## src/rtl/dmem_pkg.sv

```systemverilog
// Shared types for the data-memory responder: FSM state encoding and the
// write-buffer entry layout.
package dmem_pkg;

  localparam int unsigned WBUF_DEPTH_DEF = 4;
  localparam int unsigned WORD_AW        = 30;  // word address = byte address [31:2]

  typedef enum logic [1:0] {
    IDLE = 2'd0,
    WR   = 2'd1,
    RD   = 2'd2
  } dmem_state_t;

  typedef struct packed {
    logic [WORD_AW-1:0] addr;
    logic [31:0]        data;
  } wbuf_entry_t;

endpackage

```

## src/rtl/dmem_wbuf.sv

```systemverilog
// Circular write buffer: push/pop with occupancy flags, plus an associative
// lookup that returns the youngest entry whose word address matches.
module dmem_wbuf
  import dmem_pkg::*;
#(
  parameter int unsigned DEPTH = WBUF_DEPTH_DEF
) (
  input  logic                   clk,
  input  logic                   rst,
  input  logic                   push,
  input  wbuf_entry_t            pushEntry,
  input  logic                   pop,
  output wbuf_entry_t            headEntry,
  output logic [$clog2(DEPTH):0] count,
  output logic                   full,
  output logic                   empty,
  input  logic [WORD_AW-1:0]     lookupAddr,
  output logic                   matchAny,
  output logic [31:0]            matchData
);

  localparam int unsigned PW = $clog2(DEPTH);
  localparam int unsigned CW = PW + 1;

  wbuf_entry_t   entries [DEPTH];
  logic [PW-1:0] headPtr;
  logic [PW-1:0] tailPtr;
  logic          doPush;
  logic          doPop;

  assign full      = (count == CW'(DEPTH));
  assign empty     = (count == '0);
  assign doPush    = push && !full;
  assign doPop     = pop && !empty;
  assign headEntry = entries[headPtr];

  // NOTE: sequential state uses non-blocking assignments so every flop samples pre-edge values.
  always_ff @(posedge clk) begin
    if (rst) begin
      headPtr <= '0;
      tailPtr <= '0;
      count   <= '0;
    end else begin
      if (doPush) tailPtr <= tailPtr + 1'b1;
      if (doPop)  headPtr <= headPtr + 1'b1;
      if (doPush && !doPop)      count <= count + 1'b1;
      else if (doPop && !doPush) count <= count - 1'b1;
    end
  end

  // NOTE: payload storage is deliberately not reset; count alone decides which slots are valid.
  always_ff @(posedge clk) begin
    if (doPush) entries[tailPtr] <= pushEntry;
  end

  // Scan oldest to youngest so the youngest match overwrites earlier ones.
  always_comb begin
    // NOTE: outputs get defaults first so no path through the loop infers a latch.
    matchAny  = 1'b0;
    matchData = '0;
    for (int i = 0; i < int'(DEPTH); i++) begin
      if (CW'(i) < count && entries[PW'(headPtr + PW'(i))].addr == lookupAddr) begin
        matchAny  = 1'b1;
        matchData = entries[PW'(headPtr + PW'(i))].data;
      end
    end
  end

endmodule

```

## src/rtl/dmem_responder.sv

```systemverilog
// Data-port responder: posted stores through a write buffer drained to a req/ack RAM.
// Build option DMEM_FWD_EN enables store-to-load forwarding from the write buffer.
module dmem_responder
  import dmem_pkg::*;
#(
  parameter int unsigned WBUF_DEPTH = WBUF_DEPTH_DEF,
  parameter int unsigned RAM_AW     = 16   // at most 29
) (
  input  logic              clk,
  input  logic              rst,
  input  logic              memCe,
  input  logic              memWrite,
  input  logic [31:0]       memAddr,
  input  logic [31:0]       memwriteData,
  output logic [31:0]       memreadData,
  output logic              stall,
  output logic              ram_req,
  output logic              ram_we,
  output logic [RAM_AW-1:0] ram_addr,
  output logic [31:0]       ram_wdata,
  input  logic [31:0]       ram_rdata,
  input  logic              ram_ack
);

  dmem_state_t                 state;
  logic                        isLoad;
  logic                        isStore;
  logic                        push;
  logic                        pop;
  logic                        rdAck;
  logic                        needRead;
  logic                        fwdHit;
  logic [RAM_AW-1:0]           wordIdx;
  logic [RAM_AW-1:0]           drainAddr;
  logic [31:0]                 drainData;
  wbuf_entry_t                 pushEntry;
  wbuf_entry_t                 headEntry;
  logic [$clog2(WBUF_DEPTH):0] wbufCount;
  logic                        wbufFull;
  logic                        wbufEmpty;
  logic                        matchAny;
  logic [31:0]                 matchData;
  logic                        unusedBits;

  assign isLoad    = memCe && !memWrite;
  assign isStore   = memCe && memWrite;
  assign wordIdx   = memAddr[RAM_AW+1:2];
  assign pushEntry = '{addr: WORD_AW'(wordIdx), data: memwriteData};
  assign push      = isStore && !wbufFull;
  assign pop       = (state == WR) && ram_ack;
  assign rdAck     = (state == RD) && ram_ack;
  assign needRead  = isLoad && !matchAny;

  // An empty buffer drains the store being pushed this cycle instead of waiting a cycle.
  assign drainAddr = wbufEmpty ? wordIdx : headEntry.addr[RAM_AW-1:0];
  assign drainData = wbufEmpty ? memwriteData : headEntry.data;

  dmem_wbuf #(.DEPTH(WBUF_DEPTH)) u_wbuf (
    .clk       (clk),
    .rst       (rst),
    .push      (push),
    .pushEntry (pushEntry),
    .pop       (pop),
    .headEntry (headEntry),
    .count     (wbufCount),
    .full      (wbufFull),
    .empty     (wbufEmpty),
    .lookupAddr(WORD_AW'(wordIdx)),
    .matchAny  (matchAny),
    .matchData (matchData)
  );

`ifdef DMEM_FWD_EN
  assign fwdHit = isLoad && matchAny;

  always_comb begin
    memreadData = '0;
    if (fwdHit)               memreadData = matchData;
    else if (isLoad && rdAck) memreadData = ram_rdata;
  end

  assign unusedBits = ^{memAddr[31:RAM_AW+2], memAddr[1:0],
                        headEntry.addr[WORD_AW-1:RAM_AW], wbufCount};
`else
  // A matching load never hits; it stalls until the buffer drains, then reads RAM.
  assign fwdHit = 1'b0;

  always_comb begin
    memreadData = '0;
    if (isLoad && rdAck) memreadData = ram_rdata;
  end

  assign unusedBits = ^{memAddr[31:RAM_AW+2], memAddr[1:0],
                        headEntry.addr[WORD_AW-1:RAM_AW], wbufCount, matchData};
`endif

  always_comb begin
    stall = 1'b0;
    if (isStore)     stall = wbufFull;
    else if (isLoad) stall = !(fwdHit || rdAck);
  end

  always_ff @(posedge clk) begin
    if (rst) begin
      state     <= IDLE;
      ram_req   <= 1'b0;
      ram_we    <= 1'b0;
      ram_addr  <= '0;
      ram_wdata <= '0;
    end else begin
      case (state)
        IDLE: begin
          if (needRead) begin
            state    <= RD;
            ram_req  <= 1'b1;
            ram_we   <= 1'b0;
            ram_addr <= wordIdx;
          end else if (!wbufEmpty || push) begin
            state     <= WR;
            ram_req   <= 1'b1;
            ram_we    <= 1'b1;
            ram_addr  <= drainAddr;
            ram_wdata <= drainData;
          end
        end
        WR, RD: begin
          if (ram_ack) begin
            state   <= IDLE;
            ram_req <= 1'b0;
          end
        end
        default: begin
          state   <= IDLE;
          ram_req <= 1'b0;
        end
      endcase
    end
  end

endmodule
```

## config.mk

```make
export PLATFORM = sky130hd
export DESIGN_NAME = dmem_responder
export DESIGN_NICKNAME = d
export VERILOG_FILES = /design/src/rtl/dmem_pkg.sv /design/src/rtl/dmem_wbuf.sv /design/src/rtl/dmem_responder.sv
export SDC_FILE = /design/constraint.sdc
export NUM_CORES = 1
export LEC_CHECK = 0
export BUFFER_PORTS_ARGS = -buffer_cell sky130_fd_sc_hd__buf_2
export CAP_MARGIN = 15
export CORE_AREA = 3 3 163 165
export CTS_BUF_LIST = sky130_fd_sc_hd__clkbuf_4 sky130_fd_sc_hd__clkbuf_8
export CTS_CLUSTER_SIZE = 8
export DETAILED_ROUTE_END_ITERATION = 16
export DIE_AREA = 0 0 166 168
export HOLD_SLACK_MARGIN = 0.1
export PLACE_DENSITY = 0.71
export REMOVE_ABC_BUFFERS = 1
export SYNTH_ARGS = -nofsm -noshare
export SYNTH_HDL_FRONTEND = slang
export SYNTH_SLANG_ARGS = --single-unit
export TNS_END_PERCENT = 50
```

## constraint.sdc

```tcl
create_clock -name clk -period 4.2 [get_ports clk]
set_clock_uncertainty 0.2 [all_clocks]
set_input_delay 0.21 -clock clk [delete_from_list [all_inputs] [get_ports clk]]
set_output_delay 0.21 -clock clk [all_outputs]
set_load 0.03 [all_outputs]
```

# == Yosys cells after proc, flatten, opt, wreduce, memory -nomap -nowiden ==
# Memory sizes are Yosys's and may differ from the RTL's. A register that Yosys moved wholly into a read port is not among the register bits.
# Index checks and enable logic that the tools add are counted.
# op_classes
n_addsub,6
multipliers,0
div,0
n_lt_le_gt_ge,4
eq_ne,9
n_shift,0
muxes,26
n_bitwise,1
n_reduce_logical,31
# op_table
operator,n
== test 30 x 16 -> 1 bit,4
2-to-1 mux 32 bit,2
2-to-1 mux 16 bit,3
logical AND 1 bit,15
2-to-1 mux 1 bit,12
2-to-1 mux 2 bit,5
logical NOT 1 bit,7
< comparator 1 x 3 -> 1 bit (first input constant),2
< comparator 2 x 3 -> 1 bit (first input constant),2
2-to-1 mux 3 bit,2
adder 2 x 1 -> 2 bit (second input constant),2
adder 2 bit (second input constant),2
case mux 2 bit (2 select lines),1
AND reduction 2 bit,2
nonzero test 2 bit,2
adder 3 x 1 -> 3 bit (second input constant),1
== test 3 bit (second input constant),1
logical NOT 3 bit,1
inequality test 3 bit (second input constant),1
AND reduction 3 bit,1
subtractor 3 x 1 -> 3 bit (second input constant),1
== test 2 x 1 -> 1 bit (second input constant),1
== test 2 bit (second input constant),1
logical NOT 2 bit,1
5 further kinds,5
# word_totals
reg_bits,59
latch_bits,0
ram_bits,192
romBits,0
in_bits,101
output_inout_bits,83
word_cells,86
memories,1
# mem_list
name,depth,width,rd,rd_clocked_by_memory_dff,write_ports,line_no,text
u_wbuf.entries,4,48,4,1,1,dmem_wbuf.sv:25,wbuf_entry_t entries [DEPTH];

# == Longest topological paths before layout ==
# An unclocked memory read counts as a cell.
# logic_depth
word_depth,11
depth_mapped,14

# == Hierarchy ==
# A second synthesis with hierarchy kept.
# unflattened
cells_unflattened,1594
hier_area_um2,19718.9
# modules_own_cells
module,instances,cells_each,area_each_um2,seq_area_each_um2
dmem_wbuf,1,1249,16646.0,7627.3
dmem_responder,1,345,3072.9,1041.0

# == Worst setup path after synthesis ==
# Ideal clock, no wire load.
# synth_path
path_kind,register to register
startpoint,reg u_wbuf.headPtr[1]
endpoint,reg ram_addr[11]
setup_time_ps,87
t_arrival_ps,2901
setup_slack_ps,1012
path_stages_with_launch,11
period_less_slack_ps,3188
cell_sequence,dfxtp_1 -> buf_6 -> mux4_2 -> xnor2_1 -> o2111ai_1 -> or4_1 -> o41a_1 -> buf_6 -> a31o_4 -> buf_6 -> a221oi_2
# synth_between
elab_chain_len,11
word_cells_on_any_way,18
# synth_lines
element,line_no,text
"start, declared",dmem_wbuf.sv:26,logic [PW-1:0] headPtr;
"start signal, assigned",dmem_wbuf.sv:45,if (doPop) headPtr <= headPtr + 1'b1;
adder 2 x 1 -> 2 bit,dmem_wbuf.sv:62,if (CW'(i) < count && entries[PW'(headPtr + PW'(i))].addr == lookupAddr) begin
memory (4 x 48 bit) *,--,
== test 30 x 16 -> 1 bit,dmem_wbuf.sv:62,
logical AND 1 bit,dmem_wbuf.sv:62,
2-to-1 mux 1 bit (2 in a row),dmem_wbuf.sv:62,
2-to-1 mux 1 bit *,dmem_wbuf.sv:62,
logical NOT 1 bit *,dmem_responder.sv:52,assign needRead = isLoad && !matchAny;
logical AND 1 bit *,dmem_responder.sv:52,
nonzero test 2 bit (no line),--,
AND reduction 2 bit (no line),--,
"end signal, assigned",dmem_responder.sv:117,ram_addr <= wordIdx;
"end signal, assigned",dmem_responder.sv:122,ram_addr <= drainAddr;
"end, declared",dmem_responder.sv:19,"output logic [RAM_AW-1:0] ram_addr,"
# Every way passes the cells marked *; elsewhere a longest branch is shown, timed or not.
# A chain may end at the register's enable or synchronous reset.

# == Final worst setup path ==
# layout_path
startpoint,reg u_wbuf.headPtr[1]
endpoint,reg ram_req
# layout_between
elab_chain_len,11
word_cells_on_any_way,19
# layout_lines
element,line_no,text
adder 2 x 1 -> 2 bit,dmem_wbuf.sv:62,
memory (4 x 48 bit) *,--,
== test 30 x 16 -> 1 bit,dmem_wbuf.sv:62,
logical AND 1 bit,dmem_wbuf.sv:62,
2-to-1 mux 1 bit (2 in a row),dmem_wbuf.sv:62,
2-to-1 mux 1 bit *,dmem_wbuf.sv:62,
logical NOT 1 bit *,dmem_responder.sv:52,
logical AND 1 bit *,dmem_responder.sv:52,
2-to-1 mux 1 bit or inequality test 3 bit (tied branches),--,
case mux 1 bit (2 select lines) or AND reduction 2 bit (tied branches),--,
"end signal, assigned",dmem_responder.sv:106,ram_req <= 1'b0;
"end signal, assigned",dmem_responder.sv:115,ram_req <= 1'b1;
"end signal, assigned",dmem_responder.sv:120,ram_req <= 1'b1;
"end, declared",dmem_responder.sv:17,"output logic ram_req,"
# Marks and branches as above.

==> results.toml <==
[placed_design]
place_hpwl_mm = 19.5
dp_cells = 1309
place.gp.congestion = 0.863
io_buffers = 167
place_area_sq_um = 13800

[worst_hold_path]
min-delay-path-class = "primary input to flip-flop"
holdPathEnd = "u_wbuf.entries[2][10]$_DFFE_PP_"
whs_path_depth = 2
hold_start = "memwriteData[10]"

[routing]
post_drt_wl_per_cell_microns = 21.5
vias = 8380
viasPerCell = 5.82
remaining_drc_errors = 0
drtIter0Drc = 539
routed_wl_mm = 30.9
first_pass_iters = 5
drtAntennaViolNets = 0

[clocking]
ctsResizeCount = 0
cts_tree = "built"
path_clk_slew_ns = 0.06
post_cts_buffers = 0
clk_path_buf_depth = 3
cts_sinks = 253
cts_max_level = 2
numCtsBuffers = 43
hold_buffers = 52
cts_root_buffer = "clkbuf_8"
clock_latency_ns = 0.55

[sta]
period_share = 0.891
finalMaxSlewViolations = 0
rsz0062_at_grt = "false"
worstMarginPinSlew_ns = 0.941
period_needed_ns = 3.74
max_freq_mhz = 267
hold_violations = 0
slew_headroom = 0.373
setup_viol = 0

[logic_synthesis]
synth_seq_area_share = 0.555
synth_area_per_cell_sq_um = 14.6
syn_inst = 861
synth_seq_cells = 253
synth.most_common_cell = "edfxtp_1"
synth_area_leader_cell = "edfxtp_1"
netlist_top_cells_count = "192 x edfxtp_1, 84 x mux4_2, 67 x a211oi_1, 61 x dfxtp_1, 60 x xnor2_1"
synth-edff-count = 192
synth_top_area_share = 0.458
synth_cell_types = 52
synth.area.top_cells = "edfxtp_1 46%, mux4_2 15%, dfxtp_1 9.7%"
ys_warn_count = 0
synth_async_sr_flop_share = 0
synth_ff_type = "edfxtp_1"
synth_area_sq_um = 12600

[setup_path]
path_max_fanout = 58
cpLargestDelayFamily = "compound AO/OA/AOI/OAI gates"
reg2reg_depth = 10
cp.arrival_ns = 3.90
cp_data_required_time_ns = 4.36
crit_path_start_kind = "flip-flop"
cpPeakStageDelay_ns = 0.58
critical_path_class = "flip-flop to flip-flop"
timing.rr.start = "u_wbuf.headPtr[1]$_SDFFE_PP0P_"
r2r_slack_ns = 0.46
critical_path_buf_inv_count = 3
crit_slowest_cell = "or4_1"
path_cells = "buf_12, mux2_2, a21oi_1, o2111ai_1, or4_1, o41a_1, buf_4, nand2_1, buf_4, a211oi_1"
cp_common_cell = "buf_4"
worst_setup_path_end_kind = "flip-flop"
r2r_end = "ram_req$_SDFFE_PP0P_"

[global_routing]
grt_max_degree = 59
grt_util_all_layers = 0.219
grt_pass1_wl_mm = 48.5
antenna_found_initial = 1
grt_pass1_vias = 8545
grt_overflow_total = 0

[final_layout]
fin_area_sq_um = 15200
final_cells = 1441
syn2layout_area_growth_pct = 20.8
drive_gt1_frac = 0.371
num-nets-final = 1189
final_util = 0.604
n_fill_cell = 1950

[floorplan]
die_y_microns = 168
fp-row-count = 58
io_pins = 184
die-area_sq_um = 27900
start_util = 0.500
coreArea_sq_um = 25200
die_w_microns = 166

[job]
max-cap-violations = 0

[power]
p_leak_nw = 5.33
p_per_area_nw_per_um2 = 452
vdd_drop_max_v = 0.000344

[run_status]
status = "finished clean"
-- registers in the layout, summed over array words and instances, names as in the netlist, named ones only --
name / count
u_wbuf.entries: 192
u_wbuf.count: 3
ram_wdata: 32
ram_req: 1
state: 2
ram_addr: 16
u_wbuf.tailPtr: 2
u_wbuf.headPtr: 2
ram_we: 1
-- where the power goes --
group,total (W),switching (W),internal (W)
sequential,0.00302,0.000135,0.00289
clock,0.00225,0.000986,0.00126
combinational,0.00159,0.000976,0.000618
-- layout by cell type, fill, tap and decap left out, types with 2 or more instances in the layout --
master / instances
mux4_2: 84
nand3_1: 9
o22ai_1: 16
o2111ai_1: 2
nor2_1: 16
a221oi_1: 5
clkbuf_8: 47
a221oi_2: 10
and2_1: 33
buf_4: 17
nor3_1: 3
o21ai_0: 9
a31o_2: 2
mux2_2: 37
a211oi_1: 67
o21bai_1: 15
dlygate4sd3_1: 52
inv_1: 54
xnor2_1: 60
xor2_1: 4
dfxtp_1: 57
a22oi_1: 2
clkinv_1: 5
edfxtp_1: 192
ha_1: 12
clkbuf_4: 18
nand4_1: 10
buf_12: 6
nand2b_1: 4
and2_2: 4
nor4_1: 4
mux2i_1: 29
a21oi_1: 8
buf_2: 167
a222oi_1: 2
dfxtp_2: 3
nand2_1: 14
clkinv_2: 7
-- area by class of cell --
class                           instances  area [sq um]  share of cell area
Antenna cell                            1          2.50            0.000165
Clock buffer                           65           782              0.0514
Clock inverter                         14           108             0.00708
Inverter                               55           206              0.0136
Multi-Input combinational cell        481          5090               0.335
Sequential cell                       253          6990               0.460
Tap cell                              330           413              0.0272
Timing Repair Buffer                  242          1600               0.106
-- metrics by stage --
step	hold WS, ns	setup slack [ns]	setup TNS, ns	total power, W
after floorplan	0.0791	-2.20	-77.81	0.00409
after global placement	0.236	0.497	0	0.00460
after detailed placement	0.243	0.487	0	0.00462
after CTS	0.175	0.457	0	0.00692
after global routing	0.204	0.272	0	0.00717
final	0.224	0.459	0	0.00687
-- logic make-up after synthesis --
logic type / count (synthesis) / synth area share
AOI/OAI and AO/OA: 153 / 0.0958
xor gates and xnor gates: 64 / 0.0445
adders and majority gates: 12 / 0.0119
buffers and inverters: 127 / 0.0426
DFF: 253 / 0.555
muxes: 150 / 0.207
and+or+nand+nor: 102 / 0.0434
-- routing by layer --
| metal | part of all wire | routed length [microns] | global-route usage | vias up |
|---|---|---|---|---|
| li1 | - | - | - | 3812 |
| met1 | 0.41 | 12800 | 0.291 | 4213 |
| met2 | 0.50 | 15300 | 0.366 | 306 |
| met3 | 0.072 | 2230 | 0.0535 | 49 |
| met4 | 0.018 | 563 | 0.0557 | 0 |
| met5 | 0 | 0 | 0 | - |
-- worst max-delay path by stage --
stage                                   startpoint                        end  slack (ns)  cells after the start
floorplan                                flip-flop  ram_addr[10]$_SDFFE_PP0P_       -2.20                      7
global placement    u_wbuf.headPtr[1]$_SDFFE_PP0P_       ram_req$_SDFFE_PP0P_        0.50                     10
detailed placement  u_wbuf.headPtr[1]$_SDFFE_PP0P_       ram_req$_SDFFE_PP0P_        0.49                     10
CTS                 u_wbuf.headPtr[1]$_SDFFE_PP0P_       ram_req$_SDFFE_PP0P_        0.46                     10
global route        u_wbuf.headPtr[0]$_SDFFE_PP0P_   ram_addr[9]$_SDFFE_PP0P_        0.27                     11
finish              u_wbuf.headPtr[1]$_SDFFE_PP0P_       ram_req$_SDFFE_PP0P_        0.46                     10
-- worst reg2reg max path, cell delays in order (launching register included) --
cell and delay (ns):
dfxtp_2 0.37, buf_12 0.34, mux2_2 0.42, a21oi_1 0.18, o2111ai_1 0.15, or4_1 0.58, o41a_1 0.51, buf_4 0.28
nand2_1 0.11, buf_4 0.33, a211oi_1 0.13
Note: power is estimated with default switching activity, not from simulation.
